<file path="src/rtl/gemm_pkg.sv">
// Shared constants and types for the GEMM datapath (adder tree and vector deserializer).
package gemm_pkg;

    // Default tree depth shared by the adder tree and the deserializer feeding it
    localparam int unsigned DEFAULT_LAYER      = 32'd2;
    localparam int unsigned DEFAULT_DATA_WIDTH = 32'd32;
    localparam int unsigned DEFAULT_NUM        = 32'd1 << DEFAULT_LAYER;

    // Vector of lanes at the default geometry; lane k sits at bits [k*W +: W]
    typedef logic [DEFAULT_NUM-1:0][DEFAULT_DATA_WIDTH-1:0] lane_vec_t;

    // Number of lanes for a given tree depth
    function automatic int unsigned lane_count(input int unsigned layer);
        return 32'd1 << layer;
    endfunction

endpackage

</file>
<file path="src/rtl/vector_deserializer.sv">
// Collects a valid/ready stream of scalar words into NUM-lane vectors for the adder tree.
// A fill buffer assembles the next vector while the output register holds the current one;
// if the output register is still occupied when a vector completes, the completed vector
// waits in the fill buffer (pending) and input is stalled until the output drains.
module vector_deserializer
    import gemm_pkg::*;
#(
    parameter int unsigned DATA_WIDTH = DEFAULT_DATA_WIDTH,
    parameter int unsigned LAYER      = DEFAULT_LAYER
) (
    input  logic                                   clk,
    input  logic                                   rst,
    input  logic                                   in_valid,
    output logic                                   in_ready,
    input  logic [DATA_WIDTH-1:0]                  in_data,
    input  logic                                   in_last,
    output logic                                   out_valid,
    input  logic                                   out_ready,
    output logic [lane_count(LAYER)-1:0][DATA_WIDTH-1:0] out_data,
    output logic [LAYER:0]                         out_count
);

    localparam int unsigned NUM = lane_count(LAYER);

    typedef logic [NUM-1:0][DATA_WIDTH-1:0] vec_t;

    localparam logic [LAYER-1:0] IDX_LAST = LAYER'(NUM - 32'd1);

    vec_t             fill_r;
    logic [LAYER-1:0] idx_r;
    logic             pending_r;
    logic [LAYER:0]   pend_count_r;
    logic             out_valid_r;
    vec_t             out_data_r;
    logic [LAYER:0]   out_count_r;

    logic             accept_s;
    logic             handshake_s;
    logic             slot_free_s;
    logic             complete_s;
    logic [LAYER:0]   count_next_s;
    vec_t             fill_next_s;

    // Handshake qualifiers; in_ready comes straight from the pending register
    always_comb begin
        accept_s     = in_valid & ~pending_r;
        handshake_s  = out_valid_r & out_ready;
        slot_free_s  = ~out_valid_r | handshake_s;
        count_next_s = {1'b0, idx_r} + {{LAYER{1'b0}}, 1'b1};
        if (accept_s) begin
            complete_s = in_last | (idx_r == IDX_LAST);
        end else begin
            complete_s = 1'b0;
        end
    end

    // Fill buffer with the incoming word merged into its lane
    always_comb begin
        fill_next_s = fill_r;
        if (accept_s) begin
            fill_next_s[idx_r] = in_data;
        end else begin
            fill_next_s = fill_r;
        end
    end

    // Fill buffer, lane index, pending flag and output register
    always_ff @(posedge clk or negedge rst) begin
        if (!rst) begin
            fill_r       <= '0;
            idx_r        <= {LAYER{1'b0}};
            pending_r    <= 1'b0;
            pend_count_r <= {(LAYER+1){1'b0}};
            out_valid_r  <= 1'b0;
            out_data_r   <= '0;
            out_count_r  <= {(LAYER+1){1'b0}};
        end else if (pending_r) begin
            // Completed vector parked in the fill buffer waits for the output to drain
            if (handshake_s) begin
                out_data_r   <= fill_r;
                out_count_r  <= pend_count_r;
                out_valid_r  <= 1'b1;
                pending_r    <= 1'b0;
                fill_r       <= '0;
                idx_r        <= {LAYER{1'b0}};
            end else begin
                pending_r    <= 1'b1;
            end
        end else if (complete_s) begin
            if (slot_free_s) begin
                // Unwritten lanes are already zero, so short vectors come out padded
                out_data_r   <= fill_next_s;
                out_count_r  <= count_next_s;
                out_valid_r  <= 1'b1;
                fill_r       <= '0;
                idx_r        <= {LAYER{1'b0}};
            end else begin
                fill_r       <= fill_next_s;
                pend_count_r <= count_next_s;
                pending_r    <= 1'b1;
                idx_r        <= {LAYER{1'b0}};
            end
        end else begin
            if (accept_s) begin
                fill_r <= fill_next_s;
                idx_r  <= idx_r + {{(LAYER-1){1'b0}}, 1'b1};
            end else begin
                fill_r <= fill_r;
            end
            // Output data is left as-is after a handshake so the bus stays quiet
            if (handshake_s) begin
                out_valid_r <= 1'b0;
            end else begin
                out_valid_r <= out_valid_r;
            end
        end
    end

    // Outputs are direct register copies
    always_comb begin
        in_ready  = ~pending_r;
        out_valid = out_valid_r;
        out_data  = out_data_r;
        out_count = out_count_r;
    end

endmodule
</file>
<file path="config.mk">
export PLATFORM = sky130hd
export DESIGN_NAME = vector_deserializer
export DESIGN_NICKNAME = d
export VERILOG_FILES = /design/src/rtl/gemm_pkg.sv /design/src/rtl/vector_deserializer.sv
export SDC_FILE = /design/constraint.sdc
export NUM_CORES = 1
export LEC_CHECK = 0
export BUFFER_PORTS_ARGS = -buffer_cell sky130_fd_sc_hd__buf_4
export CORE_ASPECT_RATIO = 1.25
export CORE_MARGIN = 2
export CORE_UTILIZATION = 45
export CTS_CLUSTER_SIZE = 8
export DETAILED_ROUTE_END_ITERATION = 12
export GPL_ROUTABILITY_DRIVEN = 0
export PLACE_DENSITY = 0.66
export SLEW_MARGIN = 20
export SYNTH_ARGS = -nofsm -noshare
export SYNTH_HDL_FRONTEND = slang
export SYNTH_SLANG_ARGS = --single-unit
</file>
<file path="constraint.sdc">
create_clock -name clk -period 2.3 [get_ports clk]
set_input_delay 0.23 -clock clk [delete_from_list [all_inputs] [get_ports clk]]
set_output_delay 0.23 -clock clk [all_outputs]
set_load 0.1 [all_outputs]
</file>
* Yosys cells after proc, flatten, opt, wreduce, memory -nomap -nowiden
Index checks and enable logic that the tools add are counted.
Storage, ports and cells: bits in registers 266, input bits 37, output and inout bits 133, logic and storage cells 67
Operators by class: $add $sub $neg 2, $lt $le $gt $ge 2, eq/ne operators 3, multiplexer cells 31, bitwise gates (word level) 7, reductions and logical operators 9
Operators with widths (number):
- $mux 128 | 10
- $bwmux 128 | 1
- $demux 32 s2 | 1
- $mux 32 | 1
- $mux 3 | 4
- $mux 1 | 10
- $reduce_and 3->1 | 3
- $mux 2 | 4
- $reduce_bool 2->1 | 3
- $add 2x1->3 const B | 1
- $lt 2x3->1 const B | 1
- $ne 3x3->1 const B | 1
- $not 1->1 | 3
- $reduce_bool 3->1 | 1
- $add 2x1->2 const B | 1
- $and 1x1->1 | 2
- $eq 2x2->1 const B | 1
- $ge 2x1->1 const B | 1
- $ne 2x1->1 const B | 1
- $or 1x1->1 | 2
- $reduce_and 2->1 | 1
- $logic_and 1x1->1 | 1

* Depth between registers and ports, before layout
Gate-level depths: netlist (run 1).
depth after elaboration 9, depth in mapped cells 8, depth with buffers taken out 5

* Worst setup path before layout (run 1)
Ideal clock, no wire load.
path kind reg-to-reg, from register out_valid_r (netlist: out_valid), to register out_data_r (netlist bit out_data[75]), library setup time 126 ps, arrival 1999 ps, required time 2174 ps, slack 175 ps, cell stages (with the launch flop) 6, path buffers 2, period minus slack after synthesis 2125 ps, path through dfrtp_1 > nand2b_1 > buf_2 > nand2_2 > buf_2 > mux2_2
On the way: longest elaborated chain between the ends 4, elaborated cells on any way between the ends 6, those cells by class eq/ne (1); bitwise (3); reduce/logical (2)
Ends and longest elaborated chain:
- from (decl) | line vector_deserializer.sv:33 | logic out_valid_r;
- from (signal assigned) | line vector_deserializer.sv:114 | out_valid_r <= out_valid_r;
- $and 1x1->1 / $not 1->1 (equally long branches) | line vector_deserializer.sv:47, vector_deserializer.sv:48
- $or 1x1->1 | line vector_deserializer.sv:48 | slot_free_s = ~out_valid_r | handshake_s;
- $reduce_bool 2->1 (no line)
- $reduce_and 3->1 (no line) *
- to (signal assigned) | line vector_deserializer.sv:80 | out_data_r <= fill_r;
- to (signal assigned) | line vector_deserializer.sv:92 | out_data_r <= fill_next_s;
- to (decl) | line vector_deserializer.sv:34 | vec_t out_data_r;
Every way passes the cells marked *; elsewhere a longest branch is shown, timed or not. A chain may end at the register's enable or synchronous reset.

* Final worst setup path (run 1)
from register pending_r, to register fill_r[24] (netlist bit)
On the way: longest elaborated chain between the ends 6, elaborated cells on any way between the ends 11, those cells by class eq/ne (1); mux (6); bitwise (2); reduce/logical (2)
Ends and longest elaborated chain:
- from (decl) | line vector_deserializer.sv:31 | logic pending_r;
- from (signal assigned) | line vector_deserializer.sv:72 | pending_r <= 1'b0;
- from (signal assigned) | line vector_deserializer.sv:83 | pending_r <= 1'b0;
- from (signal assigned) | line vector_deserializer.sv:87 | pending_r <= 1'b1;
- $not 1->1 (no line)
- $and 1x1->1 | line vector_deserializer.sv:46 | accept_s = in_valid & ~pending_r;
- $mux 128 | line vector_deserializer.sv:60 | if (accept_s) begin
- $mux 128 (on tied branches) | line vector_deserializer.sv:104, vector_deserializer.sv:90
- $mux 128 | line vector_deserializer.sv:89 | end else if (complete_s) begin
- $mux 128 | line vector_deserializer.sv:77 | end else if (pending_r) begin
- to (signal assigned) | line vector_deserializer.sv:98 | fill_r <= fill_next_s;
- to (signal assigned) | line vector_deserializer.sv:105 | fill_r <= fill_next_s;
- to (signal assigned) | line vector_deserializer.sv:108 | fill_r <= fill_r;
- to (decl) | line vector_deserializer.sv:29 | vec_t fill_r;
Several ways; a longest one is shown, not always the timed one. The select of a mux whose other input is x is not followed.

==> results of run 1 <==
## through the flow
step	area (sq um)	setup slack (ps)	std cells	util, %	hold WS (ps)
after floorplan	11500	175	881	-	-65.6
after global placement	13100	205	1309	52.3	246
after detailed placement	13100	118	1309	52.3	241
after CTS	14200	105	1355	56.5	2.56
after global routing	14200	21.9	1355	56.5	10.3
final	14200	148	1355	56.5	18.3
## critical path: cells and delay by family (launching register included)
family / cells / cell delay, ps
flip-flops: 1 / 390
buffers and inverters: 1 / 200
AO/OA/AOI/OAI: 1 / 260
AND/OR/NAND/NOR: 3 / 1200
## registers in the layout, indices dropped and copies added, names as in the netlist
signal / count
out_count: 3
fill_r: 128
out_data: 128
idx_r: 2
pend_count_r: 3
pending_r: 1
out_valid: 1
## routing by layer
metal	wire length [um]	track usage, %	vias up
met5	0	0	-
met4	521	5.98	0
met3	1480	4.23	38
met2	14200	35.0	207
met1	12700	30.0	4071
li1	-	-	3539
## repair_timing
item                                    in CTS  in global routing
endpoints found under the setup margin       0                 32
endpoints found under the hold margin       62                  0
setup buffers                                0                  0
hold buffers                                 2                  0
gates resized for setup                      0                  2
## cells by family after synthesis
kind of cell             Yosys count  synth area share [%]
multiplexers                     196                  18.5
flip-flops                       266                  58.1
AO/OA/AOI/OAI                    276                  17.1
adder cells (fa/ha/maj)            5                 0.546
AND/OR/NAND/NOR                   27                  1.20
buffers and inverters            111                  4.60
## layout by cell type (no fill, tap or decap), types with 5 or more instances in the layout
master     netlist  final
a21oi_1         68     68
buf_4            9    185
ha_1             5      5
mux2_2          70     70
o21ai_0          7      7
a22o_1         127    127
clkbuf_16        0     40
buf_12           0     14
o21ai_4          0      5
dfrtp_1        266    266
mux2_1          59     59
nand2_1         10      9
a31oi_1         67     67
mux2i_1         67     67
## final cells by class
class                   instances  area, sq um  share of cell area, %
repair buffers                202         1700                   12.0
flip-flops and latches        266         6660                   46.9
well taps                     335          419                   2.95
multi-input cells             504         4370                   30.8
clock inverters                 3         32.5                  0.229
inverters                       4         15.0                  0.106
clock buffers                  41         1000                   7.07
## worst max-delay path by stage
stage | startpoint | endpoint | slack, ps | cells past startpoint
after floorplan | out_valid | out_data[75] | 170 | 5
after global placement | idx_r[0] | fill_r[15] | 200 | 5
after detailed placement | idx_r[0] | fill_r[1] | 120 | 5
after CTS | idx_r[0] | fill_r[13] | 100 | 5
after global routing | idx_r[0] | out_data[13] | 20 | 7
final | pending_r | fill_r[24] | 150 | 5
==> qor.txt, run 1 <==
Worst Path Required = 2740 ps
Max Slew Vio Count = 0
Routed WL = 28.9 mm
slew margin rel. = 41.5%
Synth Register Bits = 266
vias per inst = 5.80
most frequent cells after synthesis = dfrtp_1 (266), a22o_1 (127), mux2_2 (70)
crit path DAT = 2600 ps
vias in the first global route = 7,927
hold depth = 2
fraction of layout cells with a size suffix above 1 = 32.5%
skew final = 15.0 ps
Cell Chain, Critical Path = nor2b_2, buf_4, nand2_2, nor2_4, a22o_1
library cells used by synthesis = 29
drt drc = 0
FP Rows = 65
Min-Delay Endpoint = fill_r[10]
Die ar. = 0.0268 sq mm
CTS tree = yes
yosys warns = 0
largest cells by area after synthesis = dfrtp_1 (58%), a22o_1 (9.7%), mux2_2 (6.9%)
CTS root buf = clkbuf_16
Pre-antenna DRT Iters = 4
count leader, synth = dfrtp_1
r2r setup slk = 150 ps
final net count = 1,059
R2R depth = 5
HPWL after detailed placement = 17.7 mm
final setup vio count = 0
Mapped Area = 0.0115 sq mm
setup TNS = 0 ps
Hold Path Origin = in_data[10]
Initial Util = 45.6%
Post-synth EDFFs = 0
Post-Synthesis Cells = 881
Net Count, Synth = 923
status = complete, no violations
Tcrit/Tclk final = 93.6%
sequential fraction of the synthesis area = 58.1%
crit path kind = flop to flop
fmax = 465 MHz
slowest cell delay on critical path = 680 ps
worst hold-check path type = primary input to flop
cell taking the most area after synthesis = dfrtp_1
CP Launch Type = flop
R2R Path End = fill_r[24]
GRT Util Overall = 21.7%
Critical Path Fanout Max = 32
I/O Buffers = 169
CTS Buf Count = 39
minimum clock period = 2150 ps
largest net degree at the start of global routing = 135
total of max-cap violations = 0
RR Startpoint = pending_r
GR Overflow Total = 0
chip height = 182 um
CTS H-Tree Depth = 2
Worst Setup End Kind = flop
RSZ-0062 raised after global routing = false
Worst-Margin Slew = 875 ps
antenna violations before repair = 0
CTS Buffer Depth = 3
Ports = 170
top_reg_cell synth = dfrtp_1
first-pass GRT wire length = 46.1 mm
Antenna Cells = 0
# clock sinks = 266
via count = 7,855
Starting DRT DRC Count = 514
top-area cell type share of the netlist area = 58.1%
Routed Antenna Nets = 0
number of fill cells in the layout = 2,082
FFs w/ async S/R, synth = 100%
Chip Width = 147 um
Slowest cell on crit path = nor2_4
Fin. Hold Viols = 0
WL/cell = 21.3 um
mean area per synthesized cell = 13.0 sq um
synthesis-to-layout area growth = 23.9%
Worst-Skew Late Latency = 520 ps
Clock transition at path regs = 50 ps
area of the core = 0.0251 sq mm
Power of run 1 is left out: the tool's default activity adds up to more than one toggle a clock period on the data nets, which glitch-free logic cannot reach.
==> inputs of run 2 (changes only) <==
--- a/config.mk
+++ b/config.mk
@@ -5,6 +5,7 @@
 export SDC_FILE = /design/constraint.sdc
 export NUM_CORES = 1
 export LEC_CHECK = 0
+export ABC_AREA = 1
 export BUFFER_PORTS_ARGS = -buffer_cell sky130_fd_sc_hd__buf_4
 export CORE_ASPECT_RATIO = 1.25
 export CORE_MARGIN = 2
==> qor.txt, run 2 <==
status = complete, no violations
Net Count, Synth = 1,705 (+85%)
pre-CTS WS = 348 ps (+230 ps)
Critical Path Fanout Max = 17 (-47%)
number of fill cells in the layout = 2,571 (+23%)
FFs w/ async S/R, synth = 100% (unchanged)
total of max-cap violations = 0 (unchanged)
kind of cell adding the most delay to the critical path = buffers and inverters
RSZ-0062 raised after global routing = false
Die ar. = 0.0294 sq mm (+9.7%)
CTS Buffer Depth = 3 (unchanged)
Post-Synthesis Cells = 1,663 (+89%)
# clock sinks = 266 (unchanged)
CP startpoint = pending_r
RR Startpoint = pending_r
I/O Buffers = 169 (unchanged)
r2r setup slk = 270 ps (+120 ps)
area of the core = 0.0276 sq mm (+9.7%)
final net count = 1,818 (+72%)
Routed WL = 39.8 mm (+38%)
CTS Buf Count = 39 (unchanged)
Slowest cell on crit path = dfrtp_1
worst hold-check path type = primary input to flop
Post-Synth Adder-Cell Area = 0.496% (-0.049 points)
Max Slew Vio Count = 0 (unchanged)
skew final = 22.6 ps (+7.62 ps)
Routed Antenna Nets = 0 (unchanged)
mean area per synthesized cell = 7.58 sq um (-42%)
WL/cell = 18.7 um (-12%)
Clock transition at path regs = 50 ps (about the same)
most frequent cells after synthesis = nand2_1 (824), nand3_1 (395), dfrtp_1 (266)
CTS tree = yes
count leader, synth = nand2_1
drt drc = 0 (unchanged)
yosys warns = 0 (unchanged)
Tcrit/Tclk final = 89.2% (-4.4 points)
slowest cell delay on critical path = 570 ps (-110 ps)
Ports = 170 (unchanged)
Post-synth EDFFs = 0 (unchanged)
final setup vio count = 0 (unchanged)
Fin. Hold Viols = 0 (unchanged)
most common cell after layout, fill and taps aside = nand2_1
maximum VDD drop = 1230 uV
library cells used by synthesis = 17 (-41%)
cell area power density = 1540 mW/mm^2
leakage = 8.77 nW
GRT Util Overall = 27.2% (+5.6 points)
sequential fraction of the synthesis area = 52.8% (-5.3 points)
Hold Path Origin = out_ready
cell taking the most area after synthesis = dfrtp_1
Starting DRT DRC Count = 1,168 (+130%)
top-area cell type share of the netlist area = 52.8% (-5.3 points)
Antenna Cells = 0 (unchanged)
Cell Chain, Critical Path = inv_2, buf_4
setup bufs post-CTS = 0 (unchanged)
chip height = 191 um (+4.8%)
top_reg_cell synth = dfrtp_1
largest net degree at the start of global routing = 138 (+2.2%)
crit path kind = flop to output pin
antenna violations before repair = 0 (unchanged)
Synth Register Bits = 266 (unchanged)
Area after DPL = 0.0142 sq mm (+8.3%)
CP Launch Type = flop
Worst Setup End Kind = output pin
post-route setup slack = 249 ps (+101 ps)
final instance area = 0.0153 sq mm (+7.5%)
HPWL after detailed placement = 24.4 mm (+38%)
first-pass GRT wire length = 63.7 mm (+38%)
CTS H-Tree Depth = 2 (unchanged)
vias in the first global route = 11.5k (+46%)
Worst Path Required = 2070 ps (-670 ps)
vias per inst = 5.55 (-4.2%)
setup TNS = 0 ps (unchanged)
Worst-Margin Slew = 636 ps (-239 ps)
fraction of layout cells with a size suffix above 1 = 14.3% (-18 points)
Worst-Skew Late Latency = 530 ps (about the same)
minimum clock period = 2050 ps (-101 ps)
crit path DAT = 1820 ps (-780 ps)
main combinational cell family by area after synthesis = simple AND/OR/NAND/NOR gates
via count = 11.8k (+50%)
largest cells by area after synthesis = dfrtp_1 (53%), nand2_1 (25%), nand3_1 (16%)
slew margin rel. = 57.6% (+16 points)
post-synthesis mux area share = 0% (-19 points)
Pre-antenna DRT Iters = 5 (+1)
GR Overflow Total = 0 (unchanged)
Post-Synth Simple-Gate Area = 40.9% (+40 points)
Initial Util = 45.7% (+0.11 points)
fmax = 488 MHz (+4.9%)
FP Rows = 68 (+4.6%)
Mapped Area = 0.0126 sq mm (+10%)
post-synthesis compound-gate area fraction = 0.347% (-17 points)
CTS root buf = clkbuf_16
critical path buffer and inverter count = 2 (+1)
post-synthesis xor/xnor area fraction = 0% (unchanged)
most frequent cells in the layout = nand2_1 (822), nand3_1 (393), dfrtp_1 (266), buf_4 (183), clkbuf_16 (40)
synthesis-to-layout area growth = 21.1%
Chip Width = 154 um (+4.7%)
-- run 2: cell families after synthesis --
logic type / Yosys count
compound gates: 8
simple gates: 1236
flops: 266
buf+inv: 148
fa+ha+maj: 5
-- run 2: power breakdown --
part | internal (mW) | leakage (nW) | total [mW] | switching (mW)
sequential | 5.99 | 3.64 | 6.86 | 0.865
clock | 3.06 | 0.508 | 5.07 | 2.02
combinational | 2.48 | 4.62 | 11.6 | 9.10
-- run 2: layer usage --
| layer | vias to the layer above | part of all wire [%] | global-route usage (%) |
|---|---|---|---|
| met1 | 5634 | 41 | 37.1 |
| li1 | 5532 | - | - |
| met3 | 96 | 8.7 | 4.33 |
| met5 | - | 0 | 0 |
| met2 | 554 | 46 | 43.3 |
| met4 | 0 | 4.1 | 11.7 |
-- run 2: stage by stage --
stage	utilization (%)	total power, mW	hold WS (ps)	instances
CTS	55.4	23.6	75.1	2128
detailed placement	51.6	18.5	200	2084
floorplan	-	15.5	-65.6	1663
finish	55.4	23.5	90.8	2128
global route	55.4	24.7	80.9	2128
global placement	51.6	18.4	199	2084
-- run 2: path summary, 6_finish.rpt --
kind / end / cells after the start
worst min-delay path: pending_r / 3
worst min register to register: fill_r[123] / 2
max in group asynchronous: out_data[84] / 3
worst max-delay path: in_ready / 2
min in group asynchronous: out_data[2] / 2
worst max register to register: fill_r[87] / 6
-- run 2: worst register-to-register path, stage by stage (launching register included) --
cell	delay, ps
dfrtp_1	570
inv_2	350
nand2_4	250
a21oi_4	250
buf_12	300
nand2_1	160
nand2_1	70
-- run 2: layout make-up --
type                       instances  area, sq um  area share [%]
multi-input combinational       1249         5320            34.8
clock buffer                      40         1000            6.56
clock inverter                     3         33.8           0.221
tap                              350          438            2.87
inverter                          17         63.8           0.418
sequential                       266         6660            43.6
timing repair buffer             203         1760            11.5
-- run 2: repair_timing --
action / in CTS / in global routing
hold endpoints to repair: 52 / 0
hold buffers: 1 / 0
gates resized for setup: 0 / 0
No activity file was read; power rests on OpenSTA's default activity.
